==> src/rtl/id_pkg.sv <==
// Shared decode definitions for the MIPS decode stage.
// Opcode constants, the decoded-field bundle and field extraction helpers.
// No state lives here; everything is pure combinational helpers and types.
package id_pkg;

    localparam logic [5:0] OP_RTYPE = 6'h00;
    localparam logic [5:0] OP_J     = 6'h02;
    localparam logic [5:0] OP_JAL   = 6'h03;
    localparam logic [5:0] OP_BEQ   = 6'h04;
    localparam logic [5:0] OP_LW    = 6'h23;
    localparam logic [5:0] OP_SW    = 6'h2B;

    // Instruction-derived fields carried in the output register. The
    // XLEN-wide operand/address fields sit beside this bundle in the stage
    // because their width is a stage parameter.
    typedef struct packed {
        logic [5:0] opcode;
        logic [5:0] funct;
        logic [4:0] rs;
        logic [4:0] rt;
        logic [4:0] rd;
        logic       mem_read;
    } dec_fields_t;

    function automatic dec_fields_t decode_fields(input logic [31:0] instr);
        dec_fields_t f;
        f.opcode   = instr[31:26];
        f.funct    = instr[5:0];
        f.rs       = instr[25:21];
        f.rt       = instr[20:16];
        f.rd       = instr[15:11];
        f.mem_read = (instr[31:26] == OP_LW);
        return f;
    endfunction

    // True when a pending load into ld_rt feeds either source of instr.
    function automatic logic load_use(input logic [4:0]  ld_rt,
                                      input logic [31:0] instr);
        return (ld_rt != 5'd0) &&
               ((ld_rt == instr[25:21]) || (ld_rt == instr[20:16]));
    endfunction

endpackage

==> src/rtl/reg_file.sv <==
// Architectural register file: 2 combinational read ports, 1 write port.
// Reads are same-cycle; a write lands on the rising edge.
// No flow control; a same-cycle write to a read address is bypassed to the read.
module reg_file #(
    parameter  int XLEN  = 32,
    parameter  int NREGS = 32,
    localparam int RAW   = $clog2(NREGS)
) (
    input  logic            clk,
    input  logic            rst_n,
    input  logic [RAW-1:0]  ra1,
    input  logic [RAW-1:0]  ra2,
    output logic [XLEN-1:0] rd1,
    output logic [XLEN-1:0] rd2,
    input  logic            we,
    input  logic [RAW-1:0]  wa,
    input  logic [XLEN-1:0] wd
);

    // Register 0 has no storage: it is hardwired to zero on every path.
    logic [XLEN-1:0] regs [1:NREGS-1];
    logic            wr_en;

    assign wr_en = we && (wa != '0);

    // Storage update; reset clears every architectural register.
    always_ff @(posedge clk or negedge rst_n) begin
        if (!rst_n) begin
            for (int i = 1; i < NREGS; i++) begin
                regs[i] <= '0;
            end
        end else if (wr_en) begin
            regs[wa] <= wd;
        end
    end

    // Read port 1 with write-to-read bypass.
    always_comb begin
        rd1 = '0;
        if (ra1 != '0) begin
            rd1 = (wr_en && (wa == ra1)) ? wd : regs[ra1];
        end
    end

    // Read port 2 with write-to-read bypass.
    always_comb begin
        rd2 = '0;
        if (ra2 != '0) begin
            rd2 = (wr_en && (wa == ra2)) ? wd : regs[ra2];
        end
    end

endmodule

==> src/rtl/id_stage.sv <==
// Decode stage: field extraction, register read, branch/jump targets, one output register.
// Latency 1 cycle from accept to ex_valid; 1 instruction/cycle without hazards.
// Stalls fetch when execute backpressures or on a load-use hazard (one bubble).
module id_stage
    import id_pkg::*;
#(
    parameter  int XLEN  = 32,
    parameter  int NREGS = 32,
    localparam int RAW   = $clog2(NREGS)
) (
    input  logic            clk,
    input  logic            rst_n,
    input  logic            if_valid,
    input  logic [31:0]     if_instr,
    input  logic [XLEN-1:0] if_pc,
    output logic            id_ready,
    input  logic            flush,
    input  logic            wb_we,
    input  logic [RAW-1:0]  wb_addr,
    input  logic [XLEN-1:0] wb_data,
    input  logic            ex_ready,
    output logic            ex_valid,
    output logic [5:0]      ex_opcode,
    output logic [5:0]      ex_funct,
    output logic [4:0]      ex_rs,
    output logic [4:0]      ex_rt,
    output logic [4:0]      ex_rd,
    output logic [XLEN-1:0] ex_rs_data,
    output logic [XLEN-1:0] ex_rt_data,
    output logic [XLEN-1:0] ex_imm,
    output logic [XLEN-1:0] ex_branch_dest,
    output logic [XLEN-1:0] ex_jump_dest,
    output logic            ex_mem_read
);

    // Output register occupancy.
    localparam logic [0:0] ST_EMPTY = 1'b0;
    localparam logic [0:0] ST_FULL  = 1'b1;

    logic [0:0]      state;
    logic [0:0]      state_nxt;

    // Combinational decode of the incoming instruction.
    dec_fields_t     dec;
    logic [XLEN-1:0] rs_val;
    logic [XLEN-1:0] rt_val;
    logic [XLEN-1:0] pc4;
    logic [XLEN-1:0] imm;
    logic [XLEN-1:0] branch_dest;
    logic [XLEN-1:0] jump_dest;

    // Output pipeline register contents.
    dec_fields_t     q_fields;
    logic [XLEN-1:0] q_rs_data;
    logic [XLEN-1:0] q_rt_data;
    logic [XLEN-1:0] q_imm;
    logic [XLEN-1:0] q_branch_dest;
    logic [XLEN-1:0] q_jump_dest;

    logic            load;
    logic            hazard;

    assign dec = decode_fields(if_instr);

    reg_file #(
        .XLEN  (XLEN),
        .NREGS (NREGS)
    ) u_reg_file (
        .clk   (clk),
        .rst_n (rst_n),
        .ra1   (dec.rs[RAW-1:0]),
        .ra2   (dec.rt[RAW-1:0]),
        .rd1   (rs_val),
        .rd2   (rt_val),
        .we    (wb_we),
        .wa    (wb_addr),
        .wd    (wb_data)
    );

    // Immediate and control-flow targets; additions wrap at XLEN bits.
    always_comb begin
        pc4         = if_pc + XLEN'(4);
        imm         = {{(XLEN-16){if_instr[15]}}, if_instr[15:0]};
        branch_dest = pc4 + (imm << 2);
        jump_dest   = {pc4[XLEN-1:28], if_instr[25:0], 2'b00};
    end

    // The register can take new data when it is empty or being drained;
    // a load in flight whose target feeds the incoming instruction must
    // leave the stage before its consumer is decoded.
    always_comb begin
        load     = ex_ready || !ex_valid;
        hazard   = ex_valid && q_fields.mem_read && if_valid &&
                   load_use(q_fields.rt, if_instr);
        id_ready = load && !hazard;
    end

    // Occupancy transitions: flush and bubbles empty the register, an
    // accept fills it, and a stall holds it.
    always_comb begin
        state_nxt = state;
        if (flush) begin
            state_nxt = ST_EMPTY;
        end else if (load && hazard) begin
            state_nxt = ST_EMPTY;
        end else if (load) begin
            state_nxt = if_valid ? ST_FULL : ST_EMPTY;
        end
    end

    // Occupancy state register.
    always_ff @(posedge clk or negedge rst_n) begin
        if (!rst_n) begin
            state <= ST_EMPTY;
        end else begin
            state <= state_nxt;
        end
    end

    // Payload capture; bubbles and flushes leave the payload untouched
    // since only ex_valid qualifies it.
    always_ff @(posedge clk or negedge rst_n) begin
        if (!rst_n) begin
            q_fields      <= '0;
            q_rs_data     <= '0;
            q_rt_data     <= '0;
            q_imm         <= '0;
            q_branch_dest <= '0;
            q_jump_dest   <= '0;
        end else if (!flush && load && !hazard) begin
            q_fields      <= dec;
            q_rs_data     <= rs_val;
            q_rt_data     <= rt_val;
            q_imm         <= imm;
            q_branch_dest <= branch_dest;
            q_jump_dest   <= jump_dest;
        end
    end

    assign ex_valid       = (state == ST_FULL);
    assign ex_opcode      = q_fields.opcode;
    assign ex_funct       = q_fields.funct;
    assign ex_rs          = q_fields.rs;
    assign ex_rt          = q_fields.rt;
    assign ex_rd          = q_fields.rd;
    assign ex_mem_read    = q_fields.mem_read;
    assign ex_rs_data     = q_rs_data;
    assign ex_rt_data     = q_rt_data;
    assign ex_imm         = q_imm;
    assign ex_branch_dest = q_branch_dest;
    assign ex_jump_dest   = q_jump_dest;

endmodule

==> config.mk <==
export PLATFORM = sky130hd
export DESIGN_NAME = id_stage
export DESIGN_NICKNAME = d
export VERILOG_FILES = /design/src/rtl/id_pkg.sv /design/src/rtl/reg_file.sv /design/src/rtl/id_stage.sv
export SDC_FILE = /design/constraint.sdc
export NUM_CORES = 2
export LEC_CHECK = 0
export BUFFER_PORTS_ARGS = -buffer_cell sky130_fd_sc_hd__buf_2
export CORE_MARGIN = 10
export CORE_UTILIZATION = 60
export CTS_BUF_LIST = sky130_fd_sc_hd__clkbuf_16
export CTS_CLUSTER_SIZE = 28
export DETAILED_ROUTE_END_ITERATION = 10
export GPL_TIMING_DRIVEN = 1
export PLACE_DENSITY = 0.87
export SYNTH_ARGS = -nofsm -noshare
export SYNTH_HDL_FRONTEND = slang
export SYNTH_HIERARCHICAL = 1
export SYNTH_SLANG_ARGS = --single-unit
export TNS_END_PERCENT = 100
==> constraint.sdc <==
create_clock -name clk -period 2.4 [get_ports clk]
set_input_delay 0.36 -clock clk [delete_from_list [all_inputs] [get_ports clk]]
set_output_delay 0.36 -clock clk [all_outputs]
set_load 0.02 [all_outputs]
## After elaboration in Yosys (flattened, before gate mapping)

Cells that the tools add are included.

| storage, ports and cells | value |
|---|---|
| register bits after elaboration | 1163 |
| input port bits | 107 |
| output and inout port bits | 190 |
| word-level logic and storage cells | 96 |

| cells by class | value |
|---|---|
| add/sub/neg operators | 2 |
| order comparisons | 4 |
| eq/ne operators | 5 |
| multiplexer cells | 17 |
| bitwise gates (word level) | 3 |
| reduce and logical (&&, ||, !) cells | 22 |

Operator list:

| cell | count |
|---|---|
| 992-bit bitwise mux | 1 |
| 32-bit binary-select mux with 5-bit select | 2 |
| 32-bit two-way mux | 9 |
| 32-bit demux with 5-bit select | 1 |
| 32-bit by 3-bit adder with 32-bit output (second input constant) | 1 |
| 32-bit adder | 1 |
| 5-bit equality test | 4 |
| 5-bit nonzero test | 4 |
| 6-bit greater-or-equal comparator (second input constant) | 3 |
| 5-bit inverter with 6-bit output | 3 |
| 1-bit logical AND | 12 |
| 6-bit equality test (second input constant) | 1 |
| 6-bit by 1-bit < comparator with 1-bit output (second input constant) | 1 |
| 1-bit two-way mux | 4 |
| 1-bit logical NOT | 3 |
| 3-bit nonzero test | 1 |
| 1-bit logical OR | 2 |

## Logic depth before layout (Yosys ltp)

| logic depth | value |
|---|---|
| word-level depth | 7 |
| depth in mapped cells | 15 |

## Hierarchy

The synthesis kept the hierarchy.

By module, submodules not included:

| module | instances | cells each | area each (um^2) | sequential area each (um^2) |
|---|---|---|---|---|
| reg_file | 1 | 3659 | 53248.6 | 24823.8 |
| id_stage | 1 | 948 | 7848.8 | 3353.2 |

## Least setup slack after synthesis

Ideal clock, no wire load.

| timing | value |
|---|---|
| kind | input to register |
| start point | input port if_pc[4] |
| end point | register q_branch_dest[28] (netlist: ex_branch_dest[28]) |
| setup time | 0.121 ns |
| arrival time | 2.827 ns |
| required time | 2.279 ns |
| slack | -0.548 ns |
| stages on the path | 12 |
| cell sequence | nand4_1 nor4_2 nand2_1 xnor2_1 ha_1 a211o_1 or3b_1 a311oi_2 o21ai_2 a31oi_4 xor2_1 o21ai_1 |

| on the way | value |
|---|---|
| word-level cells in the longest chain between the ends | 2 |

Ends and longest elaborated chain:

| item | RTL line | source |
|---|---|---|
| from (decl) | id_stage.sv:15 | `input logic [XLEN-1:0] if_pc,` |
| 32-bit by 3-bit adder with 32-bit output | id_stage.sv:82 | `pc4 = if_pc + XLEN'(4);` |
| 32-bit adder | id_stage.sv:84 | `branch_dest = pc4 + (imm << 2);` |
| to (signal assigned) | id_stage.sv:135 | `q_branch_dest <= branch_dest;` |
| to (decl) | id_stage.sv:57 | `logic [XLEN-1:0] q_branch_dest;` |

Every way passes these cells.
A chain may end at the register's enable or synchronous reset.

## Worst setup path after layout

| timing | value |
|---|---|
| start point | input port if_pc[4] |
| end point | register q_branch_dest[23] (netlist: ex_branch_dest[23]) |

Same word-level chain as after synthesis.

==> results.yml <==
sta:
  layout_min_cycle_time_ns: 2.66
  fin_skew_ns: 0.0470
  setup_viol: 17
  tightestPinTransition_ns: 0.989
  hold_viol: 0
  slew_headroom_pct: 33.9
  rsz0062_at_grt: "yes"
  final_max_slew_viol_count: 0
  min_period_over_period_pct: 111
  layout_setup_ws_ns: -0.256
  fmax_mhz: 376
  hold_ws_ns: 0.0527
worst_setup_path:
  r2r_cells: 8
  crit_path_max_incr_delay_ns: 0.42
  ff2ff_setup_slack_ns: 0.07
  end_kind: "register"
  worst_setup_path_start_kind: "input port"
  path_delay_family: "simple AND/OR/NAND/NOR gates"
  r2r_start: "u_reg_file/regs[136]"
  required_ns: 3.02
  path_max_fanout: 4
  crit_chain: "buf_2 > and3_1 > and3_4 > buf_4 > nand3_1 > nor2_2 > xnor2_1 > ha_1 > buf_4 > nand2_2 > nor2_1 > o2111ai_1 > and3_1 > nor3_1 > xnor2_1 > o21ai_1"
  critical_path_buf_inv_count: 3
  crit_arrival_ns: 3.27
  path_class: "in2reg"
  timing.rr.end: "ex_rt_data[8]"
  slowest_stage: "ha_1"
worst_hold_path:
  hold_class: "in2reg"
  whs_path_depth: 3
  holdPathEnd: "ex_jump_dest[22]"
  min-delay-start: "if_instr[20]"
floorplan:
  die_h_um: 339
  core_mm2: 0.101
  ioPinCount: 297
  die_area_mm2: 0.115
  start_util_pct: 60.7
  dieWidth_um: 339
  rows: 116
logic_synthesis:
  syn_area_per_cell_um2: 13.3
  yosysSeqAreaShare_pct: 46.1
  synth_cell_types: 78
  ys_ff_latch: 1126
  synth_area_mm2: 0.0611
  yosysWarnings: 6
  ys_async_sr_fraction_pct: 100
  synth_edf_count: 0
  syn_inst: 4607
  synth_ff_type: "dfrtp_1"
grt:
  grt_pass1_vias: 50728
  antenna_found_initial: 25
  grt_usage_pct: 37.5
  grt_start_max_net_pins: 121
  grt.overflow.total: 0
  grt_pass1_wl_um: 327000
pwr:
  p_sw_share_pct: 30.9
  powerDensity_mw_per_mm2: 794
  leakagePower_nw: 32.8
  ir_drop_mv: 0.677
  pwr-share-comb_pct: 24.5
  clkPwrFrac_pct: 30.9
  intPower_w: 0.0400
  seqPwrFrac_pct: 44.7
  p_switching_w: 0.0178
layout:
  area.growth.synth_to_final_pct: 19.1
  final_nets: 5290
  layout-drive-gt1-share_pct: 50.9
  fin_util_pct: 72.3
clock_network:
  cts.path.max_buffers: 3
  cts.sinks: 1126
  cts-root-buf: "clkbuf_16"
  cts_tree: "yes"
  numCtsBuffers: 112
  clk_pin_slew_ns: 0.07
  htreeDepth: 3
  clkLatencyLatePin_ns: 0.74
drt:
  vias_per_cell: 7.46
  drc: 0
  via_count: 49341
  drt-initial-drc-count: 7363
  firstDrtPassIters: 6
  drt-total-wl_um: 226000
  avgRoutedWirePerCell_um: 34.1
  ant_nets: 0
placed_design:
  numPortBuffers: 294
  place_congestion: 0.952
  dp_hpwl_um: 143000
run:
  maxCapViolations: 0
run_status:
  violations: "setup timing"
  status: "finished with violations"
-- through the flow --
stage,setup slack [ns],area [µm²],cells,TNS [ns],power (W)
after detailed placement,-0.799,68100,6336,-21.52,0.0390
after CTS,-0.0354,72100,6578,-0.101,0.0570
final,-0.256,72800,6614,-2.18,0.0578
after floorplan,-0.540,61200,4608,-3.88,0.0339
after global routing,-0.446,72700,6607,-4.38,0.0594
after global placement,-0.842,68100,6336,-16.24,0.0379
-- tightest hold or removal path, cell delays in order --
cell and delay, ns:
buf_2 0.23, nand2_1 0.10, nand2_1 0.04
-- final cells by class --
type                            instances  area, µm²
Multi-Input combinational cell       2966      31100
Sequential cell                      1126      28200
Fill cell                            5678      27800
Timing Repair Buffer                  925       8050
Clock buffer                          113       2830
Tap cell                             1357       1700
Clock inverter                         93        817
Inverter                               14       52.6
Antenna cell                           20       50.0
-- Yosys cell counts, drive strengths merged, types with 9 or more instances --
cell type / number / area, µm²
a221oi: 99 / 867
a221o: 15 / 150
o22ai: 21 / 131
a22oi: 101 / 758
nor4: 22 / 144
buf: 294 / 1760
xor2: 25 / 219
dfrtp: 1126 / 28200
o211ai: 17 / 128
a21oi: 64 / 320
inv: 14 / 52.6
nor2: 131 / 492
o21ai: 94 / 474
ha: 37 / 463
nor3: 32 / 170
and3: 9 / 56.3
nor2b: 20 / 125
a211oi: 22 / 175
o32ai: 21 / 191
mux4: 410 / 9230
mux2i: 93 / 931
nand2: 438 / 1640
clkbuf: 208 / 792
xnor2: 48 / 420
o22a: 19 / 166
mux2: 1061 / 11900
nand3: 74 / 370
-- logic make-up after synthesis --
kind of cell / count (synthesis) / synth area share, %
AO/OA/AOI/OAI: 521 / 6.19
XOR/XNOR: 73 / 1.05
adder cells (fa/ha/maj): 38 / 0.790
buffers and inverters: 516 / 4.27
flip-flops: 1126 / 46.1
multiplexers: 1564 / 36.2
other: 1 / 0.00614
AND/OR/NAND/NOR: 768 / 5.39
-- power groups by stage --
stage / clock [W] / combinational (W) / sequential (W)
floorplan: 0 / 0.00877 / 0.0252
global placement: 0 / 0.0127 / 0.0252
detailed placement: 0 / 0.0133 / 0.0257
CTS: 0.0178 / 0.0137 / 0.0255
global route: 0.0186 / 0.0148 / 0.0260
finish: 0.0178 / 0.0142 / 0.0258
-- repair_timing --
action | CTS | global route
endpoints found under the hold margin | 273 | 0
pin swaps | 7 | 55
endpoints found under the setup margin | 7 | 16
gates resized for setup | 17 | 92
hold buffers | 31 | 0
buffers inserted | 5 | 17
cloned | 0 | 0
-- layer usage --
layer	track usage (%)	share of wire, %	vias to the layer above
met5	0.167	0.043	-
met4	29.2	9.6	12
met3	15.2	15	1588
met2	55.4	44	4825
met1	43.4	32	24498
li1	-	-	18418
-- state kept, by name, summed over array words and instances, names as in the netlist --
| name | count |
|---|---|
| ex_rt_data | 32 |
| ex_rs | 4 |
| ex_imm | 6 |
| ex_funct | 5 |
| ex_rt | 4 |
| ex_rd | 4 |
| u_reg_file/regs | 992 |
| ex_valid | 1 |
| ex_mem_read | 1 |
| ex_branch_dest | 32 |
| ex_jump_dest | 7 |
| ex_opcode | 6 |
| ex_rs_data | 32 |
-- placed cells by master (no fill, tap or decap), types with 8 or more instances in the layout --
cell type         n
mux2_2         1060
bufinv_16        12
a221oi_1         99
ha_1             33
buf_6            10
dlygate4sd3_1    31
nor3_1           26
buf_12          132
dfrtp_1        1122
mux4_2          410
nor2_4           25
nor2b_1          15
a21oi_1          55
buf_2           281
clkinv_1         25
diode_2          20
xnor2_1          42
nand2_1         417
clkbuf_16       113
a211oi_1         15
buf_4           466
nand2_2          19
o22ai_1          19
nand4_1           8
o211ai_1         17
o22a_1           19
nor2_1          100
o21ai_0          62
a22oi_1         101
o32ai_1          19
inv_1            37
nor4_1           21
nand3_1          63
clkinv_2         19
mux2i_1          93
a221o_1          15
xor2_1           24
o21ai_1          28
-- worst max path at each step --
stage	from	to	slack, ns	cells after the start
6_report	if_pc[4]	ex_branch_dest[23]	-0.26	16
5_1_grt	if_pc[9]	ex_branch_dest[27]	-0.45	15
4_1_cts	if_pc[4]	ex_branch_dest[28]	-0.04	13
3_5_place_dp	if_pc[10]	ex_branch_dest[26]	-0.80	13
3_3_place_gp	if_pc[10]	ex_branch_dest[30]	-0.84	15
2_1_floorplan	if_pc[10]	ex_branch_dest[28]	-0.54	12
Note: power is estimated with default switching activity, not from simulation.
